## src/rtl/fp_add_arbiter.sv

```systemverilog
// fp_add_arbiter
//   Shares one externally instantiated, clocked fp_add between two requesters.
//   Round-robin grant (one issue per clock), a tag pipe matched to the adder
//   latency, and a per-requester in-order response FIFO with valid/ready.
//
//   Parameters:
//     ADD_LAT   clocks from add_a/add_b registered to add_out sampled (1..8)
//     RSP_DEPTH response FIFO entries per requester (power of 2, >= 2)
//
//   Ports:
//     clk, rst                  clock (rising edge), async active-high reset
//     rN_valid/rN_ready         request handshake, operands rN_a/rN_b
//     rN_rsp_valid/rN_rsp_ready response handshake, sum on rN_rsp_data
//     add_a, add_b              registered operands to the shared fp_add
//     add_out                   sum returned by the shared fp_add
//
//   Optional (macro FP_ARB_STATS_EN): r0_grants, r1_grants, stall_cycles,
//   16-bit saturating counters.
module fp_add_arbiter #(
  parameter int unsigned ADD_LAT   = 1,
  parameter int unsigned RSP_DEPTH = 2
) (
  input  logic        clk,
  input  logic        rst,
  input  logic        r0_valid,
  output logic        r0_ready,
  input  logic [31:0] r0_a,
  input  logic [31:0] r0_b,
  output logic        r0_rsp_valid,
  input  logic        r0_rsp_ready,
  output logic [31:0] r0_rsp_data,
  input  logic        r1_valid,
  output logic        r1_ready,
  input  logic [31:0] r1_a,
  input  logic [31:0] r1_b,
  output logic        r1_rsp_valid,
  input  logic        r1_rsp_ready,
  output logic [31:0] r1_rsp_data,
  output logic [31:0] add_a,
  output logic [31:0] add_b,
  input  logic [31:0] add_out
`ifdef FP_ARB_STATS_EN
  ,
  output logic [15:0] r0_grants,
  output logic [15:0] r1_grants,
  output logic [15:0] stall_cycles
`endif
);

  localparam int unsigned AW = $clog2(RSP_DEPTH);
  localparam int unsigned PW = AW + 1;
  localparam int unsigned CW = $clog2(RSP_DEPTH + 1);

  typedef enum logic {REQ0 = 1'b0, REQ1 = 1'b1} req_e;

  req_e               last_q;
  logic [1:0]         req_valid, rsp_rdy, elig, grant, push, pop, rsp_v, full;
  logic [CW-1:0]      used   [2];   // buffered entries + in-flight ops
  logic [PW-1:0]      wr_ptr [2];
  logic [PW-1:0]      rd_ptr [2];
  logic [31:0]        mem    [2][RSP_DEPTH];
  logic [ADD_LAT-1:0] tag_v, tag_id;
  logic               done, done_id;

  assign req_valid = {r1_valid, r0_valid};
  assign rsp_rdy   = {r1_rsp_ready, r0_rsp_ready};
  assign done      = tag_v[ADD_LAT-1];
  assign done_id   = tag_id[ADD_LAT-1];
  assign push      = {done & done_id, done & ~done_id};

  // Credits come from registered counts only, so a pop frees a slot for
  // arbitration in the following cycle.
  always_comb begin
    elig  = '0;
    grant = '0;
    rsp_v = '0;
    full  = '0;
    pop   = '0;
    for (int unsigned n = 0; n < 2; n++) begin
      elig[n]  = req_valid[n] && (used[n] < CW'(RSP_DEPTH));
      rsp_v[n] = (wr_ptr[n] != rd_ptr[n]);
      full[n]  = ((wr_ptr[n] - rd_ptr[n]) == PW'(RSP_DEPTH));
      pop[n]   = rsp_v[n] && rsp_rdy[n];
    end
    if (!rst) begin
      if (elig[0] && (!elig[1] || last_q == REQ1)) grant[0] = 1'b1;
      else if (elig[1])                            grant[1] = 1'b1;
    end
  end

  assign r0_ready     = grant[0];
  assign r1_ready     = grant[1];
  assign r0_rsp_valid = rsp_v[0];
  assign r1_rsp_valid = rsp_v[1];
  assign r0_rsp_data  = mem[0][rd_ptr[0][AW-1:0]];
  assign r1_rsp_data  = mem[1][rd_ptr[1][AW-1:0]];

  always_ff @(posedge clk or posedge rst) begin
    if (rst) begin
      last_q <= REQ1;
      add_a  <= '0;
      add_b  <= '0;
      tag_v  <= '0;
      tag_id <= '0;
      for (int unsigned n = 0; n < 2; n++) begin
        used[n]   <= '0;
        wr_ptr[n] <= '0;
        rd_ptr[n] <= '0;
        for (int unsigned i = 0; i < RSP_DEPTH; i++) mem[n][i] <= '0;
      end
    end else begin
      if (|grant) begin
        last_q <= grant[1] ? REQ1 : REQ0;
        add_a  <= grant[1] ? r1_a : r0_a;
        add_b  <= grant[1] ? r1_b : r0_b;
      end
      for (int unsigned i = ADD_LAT - 1; i > 0; i--) begin
        tag_v[i]  <= tag_v[i-1];
        tag_id[i] <= tag_id[i-1];
      end
      tag_v[0]  <= |grant;
      tag_id[0] <= grant[1];
      for (int unsigned n = 0; n < 2; n++) begin
        // A completion moves an op from in-flight to buffered; used is unchanged.
        unique case ({grant[n], pop[n]})
          2'b10:   used[n] <= used[n] + CW'(1);
          2'b01:   used[n] <= used[n] - CW'(1);
          default: ;
        endcase
        if (push[n]) begin
          assert (!full[n]) else $error("response buffer %0d overflow", n);
          mem[n][wr_ptr[n][AW-1:0]] <= add_out;
          wr_ptr[n] <= wr_ptr[n] + PW'(1);
        end
        if (pop[n]) rd_ptr[n] <= rd_ptr[n] + PW'(1);
      end
    end
  end

`ifdef FP_ARB_STATS_EN
  always_ff @(posedge clk or posedge rst) begin
    if (rst) begin
      r0_grants    <= '0;
      r1_grants    <= '0;
      stall_cycles <= '0;
    end else begin
      if (grant[0] && r0_grants != '1) r0_grants <= r0_grants + 16'd1;
      if (grant[1] && r1_grants != '1) r1_grants <= r1_grants + 16'd1;
      if ((|req_valid) && !(|grant) && stall_cycles != '1)
        stall_cycles <= stall_cycles + 16'd1;
    end
  end
`endif

endmodule
```

## config.mk

```make
export PLATFORM = sky130hd
export DESIGN_NAME = fp_add_arbiter
export DESIGN_NICKNAME = d
export VERILOG_FILES = /design/src/rtl/fp_add_arbiter.sv
export SDC_FILE = /design/constraint.sdc
export NUM_CORES = 1
export LEC_CHECK = 0
export CAP_MARGIN = 25
export CORE_MARGIN = 2
export CORE_UTILIZATION = 25
export DETAILED_ROUTE_END_ITERATION = 10
export GPL_TIMING_DRIVEN = 1
export HOLD_SLACK_MARGIN = 0.05
export PLACE_DENSITY = 0.58
export SYNTH_ARGS = -nofsm -noshare
export SYNTH_HDL_FRONTEND = slang
export SYNTH_SLANG_ARGS = --single-unit
```

## constraint.sdc

```tcl
create_clock -name clk -period 10.5 [get_ports clk]
set_input_delay 2.1 -clock clk [delete_from_list [all_inputs] [get_ports clk]]
set_output_delay 2.1 -clock clk [all_outputs]
set_load 0.05 [all_outputs]
```

==> reports/qor.csv <==
stage,metric,value,unit
pwr,Clock power frac,16.3,%
global_routing,first-pass GRT wire length,49900,um
floorplanning,DIE HEIGHT,206,um
floorplanning,io pins,298,
worst_setup_path,Worst setup EP type,primary output,
floorplanning,Initial Util,25.5,%
logic_synthesis,Post-synth EDFFs,0,
logic_synthesis,async set-or-reset flop fraction in the synthesized netlist,100,%
logic_synthesis,Yosys top cell area share,50.6,%
pwr,Comb pwr share,57.4,%
logic_synthesis,Mapped Cells,797,
logic_synthesis,Yosys Warn Count,0,
place,HPWL Detailed,19700,um
clocking,post-CTS setup buffer count,0,
sta,final setup vio count,0,
pwr,Leak,5.60,nW
flow_run,max_cap viols,0,
routing,DR vias/cell,4.98,
pwr,Pint,2.91,mW
worst_setup_path,Worst path depth,5,
worst_setup_path,Critical Path RT,8.40,ns
clocking,CTS tree,yes,
pwr,Switching Power,2.43,mW
routing,DR vias,7922,
logic_synthesis,Syn Nets,965,
clocking,CTS resizes,0,
run_status,status,completed,
logic_synthesis,Mean Syn Cell Area,12.8,sq um
place,gp weighted congestion,0.786,
worst_setup_path,worst r2r src,used[1],
clocking,CTS root buf,clkbuf_16,
pwr,pwr/cell area,371,mW/mm^2
logic_synthesis,Post-Syn Area,0.0102,sq mm
global_routing,largest net degree at the start of global routing,143,
logic_synthesis,Yosys cell types,34,
worst_setup_path,Critical Path Sink,r1_ready,
clocking,Hold Buf Count CTS,0,
routing,# DRC,0,
logic_synthesis,top cell type by total area after synthesis,dfrtp_1,
pwr,Reg power frac,26.3,%
sta,crit share post-route,65.4,%
routing,drt pass-1 iters,4,
routing,Initial DRC Count,398,
hold_path,hold path startpoint,last_q,
worst_setup_path,worst path cell trace,"clkdlybuf4s50_1, buf_4, or3b_2, nor2_1, clkdlybuf4s50_1",
worst_setup_path,flop2flop setup slack,8.05,ns
worst_setup_path,maximum net fanout on the critical path,67,
sta,Final Max Tran Viols,0,
logic_synthesis,"top cells by area, synth","dfrtp_1, mux2_2, nor4bb_1, a221oi_1, a2bb2oi_1",
routing,wire per inst,20.4,um
worst_setup_path,worst setup path category,input port to primary output,
place,input/output buffers,297,
logic_synthesis,post-synthesis sequential area ratio,50.8,%
floorplanning,Die X,206,um
final_layout,NumNets Final,1216,
logic_synthesis,prevailing post-synth register cell,dfrtp_1,
sta,Fin Clk Skew,0.0185,ns
final_layout,fill cell count,3977,
sta,TNS Setup,0,ns
clocking,Clock Tree Buf Depth,3,
floorplanning,core area,0.0400,sq mm
worst_setup_path,Startpoint Class,input port,
logic_synthesis,#FFs+latches synth,207,
sta,FMAX,0.146,GHz
clocking,clk_lat worst skew,0.56,ns
sta,Worst Tran Pin Value,1.02,ns
final_layout,area delta synth->final,41.5,%
global_routing,Congestion Overflow GR,0,
floorplanning,die area,0.0424,sq mm
worst_setup_path,crit-path leading delay family,buffers and inverters,
clocking,count of clock tree sinks,207,
worst_setup_path,delay of the slowest critical-path stage,0.96,ns
floorplanning,Site Rows,73,
sta,Rel. slew slack,32.1,%
sta,"Hold Vio Cnt, Final",0,
pwr,Sw Share,45.5,%
worst_setup_path,RR Endpoint,add_a[1],
clocking,clk slew on worst S/H paths,0.05,ns
routing,overall routed net length,32500,um
pwr,Worst VDD drop,0.000290,V
hold_path,worst hold path type,flip-flop to flip-flop,
worst_setup_path,Crit-path slowest cell,clkdlybuf4s50_1,
global_routing,vias in the first global route,8373,
routing,remaining antenna violation count,0,
worst_setup_path,Setup crit start,r1_valid,
clocking,cts bufs inserted,27,
sta,fin crit period,6.87,ns
sta,RSZ-0062 raised after global routing,false,
sta,WHS,0.485,ns
global_routing,GRT Total Usage,15.0,%
worst_setup_path,worst path buffer plus inverter count,3,
global_routing,initial antenna violation count,4,
final_layout,layout cell share with drive strength beyond 1,23.8,%
worst_setup_path,r2r worst-path depth,5,
worst_setup_path,"most used cell, CP",clkdlybuf4s50_1,
worst_setup_path,CP arrival,4.77,ns
clocking,number of H-tree levels,1,
==> logic make-up after synthesis <==
logic type	count (synthesis)	synth area share (%)
DFF	207	50.8
AOI/OAI and AO/OA	198	14.5
muxes	192	21.2
buffers and inverters	97	4.17
and+or+nand+nor	84	7.56
xor gates and xnor gates	17	1.46
adders and majority gates	2	0.246
==> flip-flops by register name (all words and copies together) (netlist names) <==
signal / count
mem: 128
done_id: 1
rd_ptr: 4
add_b: 32
add_a: 32
last_q: 1
used: 4
wr_ptr: 4
done: 1
==> placed cells by master (no fill, tap or decap), drive strengths merged, types with 4 or more instances in the layout <==
cell and instances:
a221oi 64, a2bb2oi 64, and4bb 6, buf 17
clkbuf 39, clkdlybuf4s50 296, dfrtp 206, inv 7
mux2 192, nor2 4, nor4bb 58, o21ai 66
xnor2 11, xor2 6
==> area by class of cell <==
type	instances	area (sq um)	share of cell area, %
Clock buffer	39	741	5.14
Multi-Input combinational cell	493	4610	32.0
Sequential cell	207	5180	35.9
Timing Repair Buffer	313	3110	21.6
Tap cell	525	657	4.56
Antenna cell	1	2.50	0.0174
Inverter	6	30.0	0.208
Clock inverter	7	80.1	0.555
==> worst min-delay path by stage <==
| stage | to | slack, ns | cells past startpoint |
|---|---|---|---|
| after floorplan | last_q | 0.45 | 2 |
| after global placement | mem[121] | 0.46 | 1 |
| after detailed placement | mem[124] | 0.47 | 1 |
| after CTS | mem[100] | 0.49 | 1 |
| after global routing | mem[109] | 0.50 | 1 |
| final | last_q | 0.48 | 2 |
==> power by group through the flow <==
stage	logic (mW)	clock network [mW]	registers, mW
floorplan	1.73	0	1.79
global placement	3.08	0	1.40
detailed placement	3.09	0	1.42
CTS	3.10	0.905	1.41
global route	3.22	0.936	1.46
finish	3.07	0.871	1.41
==> cell usage after synthesis (all sizes together) (2+ instances only) <==
master,number
dfrtp,206
xor2,6
a21oi,2
o211ai,2
nand3b,2
o21ai,66
buf,44
a2bb2oi,64
nor2,4
nand2b,3
inv,6
a221oi,64
nand2,3
mux2,192
xnor2,11
nor4bb,58
clkbuf,47
and4bb,6
ha,2
or2,3
==> stage by stage <==
step           setup WS, ns  area, sq um  power, mW  std cells  util [%]
2_1_floorplan          2.36        10200       3.52        797         -
3_3_place_gp           3.58        13600       4.47       1543      33.9
3_5_place_dp           3.62        13600       4.50       1543      33.9
4_1_cts                3.61        14400       5.41       1589      36.0
5_1_grt                3.49        14400       5.62       1591      36.0
6_report               3.63        14400       5.35       1591      36.0
==> tightest hold or removal path, cell delays in order, from the launching register on <==
cell,delay (ns)
dfstp_2,0.38
inv_1,0.05
a21oi_1,0.05
==> per-layer routing <==
metal  vias up  wire length (um)  GRT usage (%)
li1       3570                 -              -
met1      4021             13700           19.4
met2       271             14900           23.6
met3        56              3000           4.94
met4         4               870           4.57
met5         -                30              0
No activity file was read; power rests on OpenSTA's default activity.
